===== config.mk =====
export PLATFORM = sky130hd
export DESIGN_NAME = ov7670_dvp_source
export DESIGN_NICKNAME = d
export VERILOG_FILES = /design/src/rtl/ov7670_dvp_source.sv
export SDC_FILE = /design/constraint.sdc
export NUM_CORES = 1
export LEC_CHECK = 0
export ABC_AREA = 1
export CAP_MARGIN = 20
export CORE_MARGIN = 2
export CORE_UTILIZATION = 35
export CTS_CLUSTER_SIZE = 8
export DETAILED_ROUTE_END_ITERATION = 6
export DONT_BUFFER_PORTS = 1
export SLEW_MARGIN = 20
export SYNTH_ARGS = -nofsm -noshare
export SYNTH_HDL_FRONTEND = slang
export SYNTH_SLANG_ARGS = --single-unit

===== constraint.sdc =====
create_clock -name clk -period 2.1 [get_ports clk]
set_clock_uncertainty 0.1 [all_clocks]
set_input_delay 0.63 -clock clk [delete_from_list [all_inputs] [get_ports clk]]
set_output_delay 0.63 -clock clk [all_outputs]
set_load 0.01 [all_outputs]

===== src/rtl/ov7670_dvp_source.sv =====
// OV7670-style DVP transmitter: VSYNC/HREF framing with RGB444 bytes from an
// internal pattern generator. Outputs are registered decodes of the frame FSM.
//
// state    | meaning
// ---------+---------------------------------------------------------
// S_IDLE   | waiting for en; counters held at zero
// S_VSYNC  | VS_LINES line periods with VSYNC high
// S_VBACK  | V_BACK blank line periods after sync
// S_ACTIVE | V_ACTIVE lines, HREF high for the first 2*H_ACTIVE clocks
// S_VFRONT | V_FRONT blank line periods; en sampled on the last clock
module ov7670_dvp_source #(
   parameter int H_ACTIVE = 640,
   parameter int V_ACTIVE = 480,
   parameter int H_BLANK  = 144,
   parameter int VS_LINES = 3,
   parameter int V_BACK   = 17,
   parameter int V_FRONT  = 10
) (
   input  logic       clk,
   input  logic       rst,
   input  logic       en,
   input  logic [1:0] pattern_sel,
   output logic       VSYNC,
   output logic       HREF,
   output logic [7:0] D,
   output logic       frame_done,
   output logic [7:0] frame_cnt
);

   localparam int L     = 2*H_ACTIVE + H_BLANK;
   localparam int HW    = $clog2(L);
   localparam int MAX1  = (VS_LINES > V_BACK) ? VS_LINES : V_BACK;
   localparam int MAX2  = (V_ACTIVE > V_FRONT) ? V_ACTIVE : V_FRONT;
   localparam int MAXL  = (MAX1 > MAX2) ? MAX1 : MAX2;
   localparam int LW    = $clog2(MAXL + 1);
   localparam int BAR_W = H_ACTIVE / 8;
   localparam int BW    = $clog2(BAR_W + 1);

   localparam logic [HW-1:0] H_LAST   = HW'(L - 1);
   localparam logic [HW-1:0] H_HREF   = HW'(2*H_ACTIVE);
   localparam logic [BW-1:0] BAR_LAST = BW'(BAR_W - 1);

   typedef enum logic [2:0] {
      S_IDLE, S_VSYNC, S_VBACK, S_ACTIVE, S_VFRONT
   } state_t;

   state_t        state, state_nx;
   logic [HW-1:0] h, h_nx;
   logic [LW-1:0] line, line_nx, phase_last;
   logic [1:0]    pat_q;
   logic [BW-1:0] bar_px;
   logic [2:0]    bar_idx;
   logic          line_end, phase_end, frame_end, href_c;
   logic [7:0]    x, d_c;
   logic [3:0]    y;
   logic [11:0]   rgb;

   always_comb begin
      state_nx   = state;
      h_nx       = h;
      line_nx    = line;
      phase_last = '0;
      case (state)
         S_VSYNC:  phase_last = LW'(VS_LINES - 1);
         S_VBACK:  phase_last = LW'(V_BACK - 1);
         S_ACTIVE: phase_last = LW'(V_ACTIVE - 1);
         S_VFRONT: phase_last = LW'(V_FRONT - 1);
         default:  phase_last = '0;
      endcase
      line_end  = (h == H_LAST);
      phase_end = line_end && (line == phase_last);
      frame_end = (state == S_VFRONT) && phase_end;

      if (state == S_IDLE) begin
         h_nx    = '0;
         line_nx = '0;
         if (en) state_nx = S_VSYNC;
      end else if (!line_end) begin
         h_nx = h + 1'b1;
      end else begin
         h_nx = '0;
         if (phase_end) begin
            line_nx = '0;
            case (state)
               S_VSYNC:  state_nx = S_VBACK;
               S_VBACK:  state_nx = S_ACTIVE;
               S_ACTIVE: state_nx = S_VFRONT;
               S_VFRONT: state_nx = en ? S_VSYNC : S_IDLE;
               default:  state_nx = S_IDLE;
            endcase
         end else begin
            line_nx = line + 1'b1;
         end
      end
   end

   // Pixel generation works off the current counters; the result is registered.
   always_comb begin
      x   = 8'(h >> 1);
      y   = 4'(line);
      rgb = 12'h000;
      case (pat_q)
         2'd0: begin
            case (bar_idx)
               3'd0:    rgb = 12'hFFF;
               3'd1:    rgb = 12'hFF0;
               3'd2:    rgb = 12'h0FF;
               3'd3:    rgb = 12'h0F0;
               3'd4:    rgb = 12'hF0F;
               3'd5:    rgb = 12'hF00;
               3'd6:    rgb = 12'h00F;
               default: rgb = 12'h000;
            endcase
         end
         2'd1:    rgb = {x[3:0], y[3:0], x[7:4]};
         2'd2:    rgb = 12'hF00;
         default: rgb = (x[3] ^ y[3]) ? 12'hFFF : 12'h000;
      endcase
      href_c = (state == S_ACTIVE) && (h < H_HREF);
      d_c    = 8'h00;
      if (href_c) d_c = h[0] ? rgb[7:0] : {4'h0, rgb[11:8]};
   end

   always_ff @(posedge clk or negedge rst) begin
      if (!rst) begin
         state      <= S_IDLE;
         h          <= '0;
         line       <= '0;
         pat_q      <= 2'd0;
         bar_px     <= '0;
         bar_idx    <= 3'd0;
         VSYNC      <= 1'b0;
         HREF       <= 1'b0;
         D          <= 8'h00;
         frame_done <= 1'b0;
         frame_cnt  <= 8'h00;
      end else begin
         state <= state_nx;
         h     <= h_nx;
         line  <= line_nx;
         if (state_nx == S_VSYNC && state != S_VSYNC) pat_q <= pattern_sel;
         // Bar position tracked incrementally to avoid dividing x by BAR_W.
         if (h_nx == '0) begin
            bar_px  <= '0;
            bar_idx <= 3'd0;
         end else if (h[0]) begin
            if (bar_px == BAR_LAST) begin
               bar_px  <= '0;
               bar_idx <= bar_idx + 3'd1;
            end else begin
               bar_px <= bar_px + 1'b1;
            end
         end
         VSYNC      <= (state == S_VSYNC);
         HREF       <= href_c;
         D          <= d_c;
         frame_done <= frame_end;
         if (frame_end) frame_cnt <= frame_cnt + 8'd1;
      end
   end

endmodule


==> impl_metrics.yaml <==
sta:
  finalSetupViolCount: 0
  worst_pin_slew_ns: 0.367
  drv_slew: 0
  setup_total_negative_slack_ns: 0
  max_slew_margin_pct: 75.3
  period_needed_ns: 1.99
  fmax_ghz: 0.503
  layout_setup_ws_ns: 0.113
  hold_viol: 0
  fin_crit_sh_pct: 94.6
logic_synthesis:
  async_reset_ff_share_pct: 100
  synth_cells: 416
  syn_nets: 430
  netlist_area_mm2: 0.00322
  synthFlopType: "dfrtp_1"
  ys_ff_latch: 54
  synthMuxAreaShare_pct: 0
  yosys.area_share.simple_pct: 31.5
  synth_top_family_by_area: "simple AND/OR/NAND/NOR gates"
  synth-compound-area-share_pct: 8.60
  synth_xor_area_share_pct: 5.45
  synth_area_per_cell_um2: 7.73
  ys_warn_count: 0
  yosysSeqAreaShare_pct: 42.0
  ys_types: 33
  synth-edff-count: 0
  synth_fa_ha_area_share_pct: 3.50
place:
  place.gp.congestion: 1.01
  port_buffers: 0
  dpl.hpwl_mm: 5.50
  post-place-ws_ns: -0.0384
drt:
  drt-initial-drc-count: 168
  drc_errors: 0
  wl_per_cell_um: 13.4
  vias: 2742
  firstDrtPassIters: 4
  ant_nets: 0
  wirelength_mm: 7.39
  vias_per_cell: 4.97
power_and_ir_drop:
  p_int_mw: 1.83
  swShare_pct: 34.9
  p_leak_nw: 1.88
  seqPwrFrac_pct: 45.1
  powerDensity_mw_per_mm2: 754
  peakVddDrop_uv: 431
  power_frac_comb_pct: 29.5
  p_switching_mw: 0.979
  pwr-share-clk_pct: 25.4
clocking:
  root_buffer: "clkbuf_8"
  clock-sinks: 54
  path_clk_slew_ns: 0.10
  clk_latency_ns: 0.32
  cts_tree: "done"
  ctsHtreeMaxLevel: 2
  clockBufferDepth: 2
  cts_buffers: 5
floorplan:
  die_area_mm2: 0.00997
  initial_utilization_pct: 36.5
  die_y_um: 99.9
  core_area_mm2: 0.00881
  die_width_um: 99.9
  core.rowCount: 34
  io_pins: 24
global_routing:
  grt_overflow: 0
  grt_pass1_wl_mm: 12.6
  grt_start_max_net_pins: 55
  track_usage_pct: 15.5
  grt_pass1_vias: 2710
  antenna_found_initial: 0
setup_path:
  cp.arrival_ns: 2.10
  critPathCaptureType: "register"
  worstPathRequired_ns: 2.21
  r2r_cells: 15
  r2r-start: "state[2]$_DFF_PN0_"
  r2r_end: "pat_q[1]$_DFFE_PN0P_"
  cp_max_fo: 6
  reg2reg_setup_slack_ns: 0.11
  path_class: "reg2reg"
  critPathLaunchType: "register"
run_status:
  status: "complete, no violations"
final_layout:
  nNetsFinal: 457
  drive_above_1_share_pct: 18.0
  areaGrowthSynthToFinish_pct: 15.9
  diodes: 0
run:
  maxCapViolCount: 0
worst_hold_path:
  hold_path.class: "in2async"
power groups by stage:
stage | clock [mW] | sequential (mW) | combinational [mW]
floorplan | 0 | 1.24 | 0.518
global placement | 0 | 1.26 | 0.706
detailed placement | 0 | 1.27 | 0.710
CTS | 0.732 | 1.25 | 0.745
global route | 0.756 | 1.28 | 0.937
finish | 0.713 | 1.27 | 0.830
repair_timing:
action	in CTS	in global routing
gates cloned	0	0
endpoints found under the hold margin	54	0
buffers inserted	0	10
pin swaps	0	15
setup endpoints to repair	7	16
hold buffers	1	0
gates resized for setup	2	25
metal layers:
metal / global-route usage, % / part of all wire [%]
met1: 21.6 / 50
met2: 25.4 / 46
met3: 2.37 / 2.4
met5: 0 / 0
met4: 3.79 / 1.1
cell usage in the layout, fill, tap and decap left out, types with 2 or more instances in the layout:
cell / synthesis / layout
nor2_1: 39 / 34
xnor2_1: 6 / 6
nand3_1: 37 / 35
clkbuf_8: 0 / 5
nand3_4: 0 / 2
nand2_2: 4 / 9
buf_4: 0 / 24
inv_1: 59 / 58
nor3_1: 8 / 8
nor2_4: 6 / 9
nand3_2: 3 / 3
o21bai_1: 4 / 4
nor4_1: 2 / 2
a21oi_1: 15 / 15
dfrtp_2: 0 / 3
nor2_2: 5 / 7
nand3b_1: 3 / 3
o21ai_1: 6 / 6
nand4_1: 10 / 10
xor2_1: 14 / 14
o21ai_0: 9 / 8
o22ai_1: 3 / 3
nand2_1: 93 / 88
dfrtp_1: 54 / 51
ha_1: 9 / 8
inv_2: 7 / 7
nand2_4: 3 / 3
a211oi_1: 5 / 5
stage by stage:
stage,hold slack [ns],util [%],power (mW),instance area (µm²),instances
floorplan,0.234,-,1.76,3220,416
global placement,0.236,38.9,1.97,3430,534
detailed placement,0.236,38.9,1.98,3430,534
global route,0.0757,42.3,2.98,3730,552
finish,0.0537,42.3,2.81,3730,552
CTS,0.0633,40.6,2.72,3580,543
layout make-up:
type	instances	area, µm²
well taps	108	135
multi-input cells	290	1670
repair buffers	25	208
clock inverters	2	37.5
clock buffers	6	72.6
flip-flops and latches	54	1360
inverters	67	254
fillers	871	5080
cells in the mapped netlist (5+ instances only):
cell type,n,area [µm²]
a21oi_1,15,75.1
xor2_1,14,123
inv_1,59,221
dfrtp_1,54,1350
nor2_4,6,67.6
nor2_1,39,146
inv_2,7,26.3
o21ai_0,9,45.0
nand3_1,37,185
o21ai_1,6,30.0
ha_1,9,113
nor3_1,8,40.0
xnor2_1,6,52.6
nand2_1,93,349
a211oi_1,5,37.5
nor2_2,5,31.3
nand4_1,10,62.6
how the worst max path moves through the flow:
stage	slack, ns	endpoint	start
final	0.11	pat_q[1]$_DFFE_PN0P_	state[2]$_DFF_PN0_
after global routing	-0.03	pat_q[0]$_DFFE_PN0P_	state[2]$_DFF_PN0_
after CTS	0.04	pat_q[1]$_DFFE_PN0P_	h[1]$_DFF_PN0_
after detailed placement	-0.04	bar_px[0]$_DFFE_PN0P_	h[0]$_DFF_PN0_
after global placement	0.02	pat_q[0]$_DFFE_PN0P_	state[1]$_DFF_PN0_
after floorplan	0.22	bar_idx[0]$_DFFE_PN0P_	h[1]$_DFF_PN0_
cell families after synthesis:
group	Yosys count
AOI/OAI and AO/OA	47
xor gates and xnor gates	20
adders and majority gates	9
buffers and inverters	72
DFF	54
and+or+nand+nor	214
sequential cells by signal, summed over array words and instances (netlist names):
| signal | flops |
|---|---|
| frame_done | 1 |
| frame_cnt | 8 |
| bar_px | 7 |
| h | 11 |
| HREF | 1 |
| D | 8 |
| pat_q | 2 |
| state | 3 |
| line | 9 |
| VSYNC | 1 |
| bar_idx | 3 |
critical path, stage by stage (launching register included):
cell and delay [ns]:
dfrtp_1 0.41, inv_2 0.09, buf_4 0.14, nand2_1 0.08
nand2_1 0.10, inv_1 0.07, nor2_2 0.12, nand2_2 0.08
nor2_4 0.17, nand2_4 0.10, nand2_1 0.07, nand3_1 0.09
nand2_2 0.11, inv_2 0.04, nand3_1 0.07, nand2_1 0.05
Power figures use the tool's default switching activity.
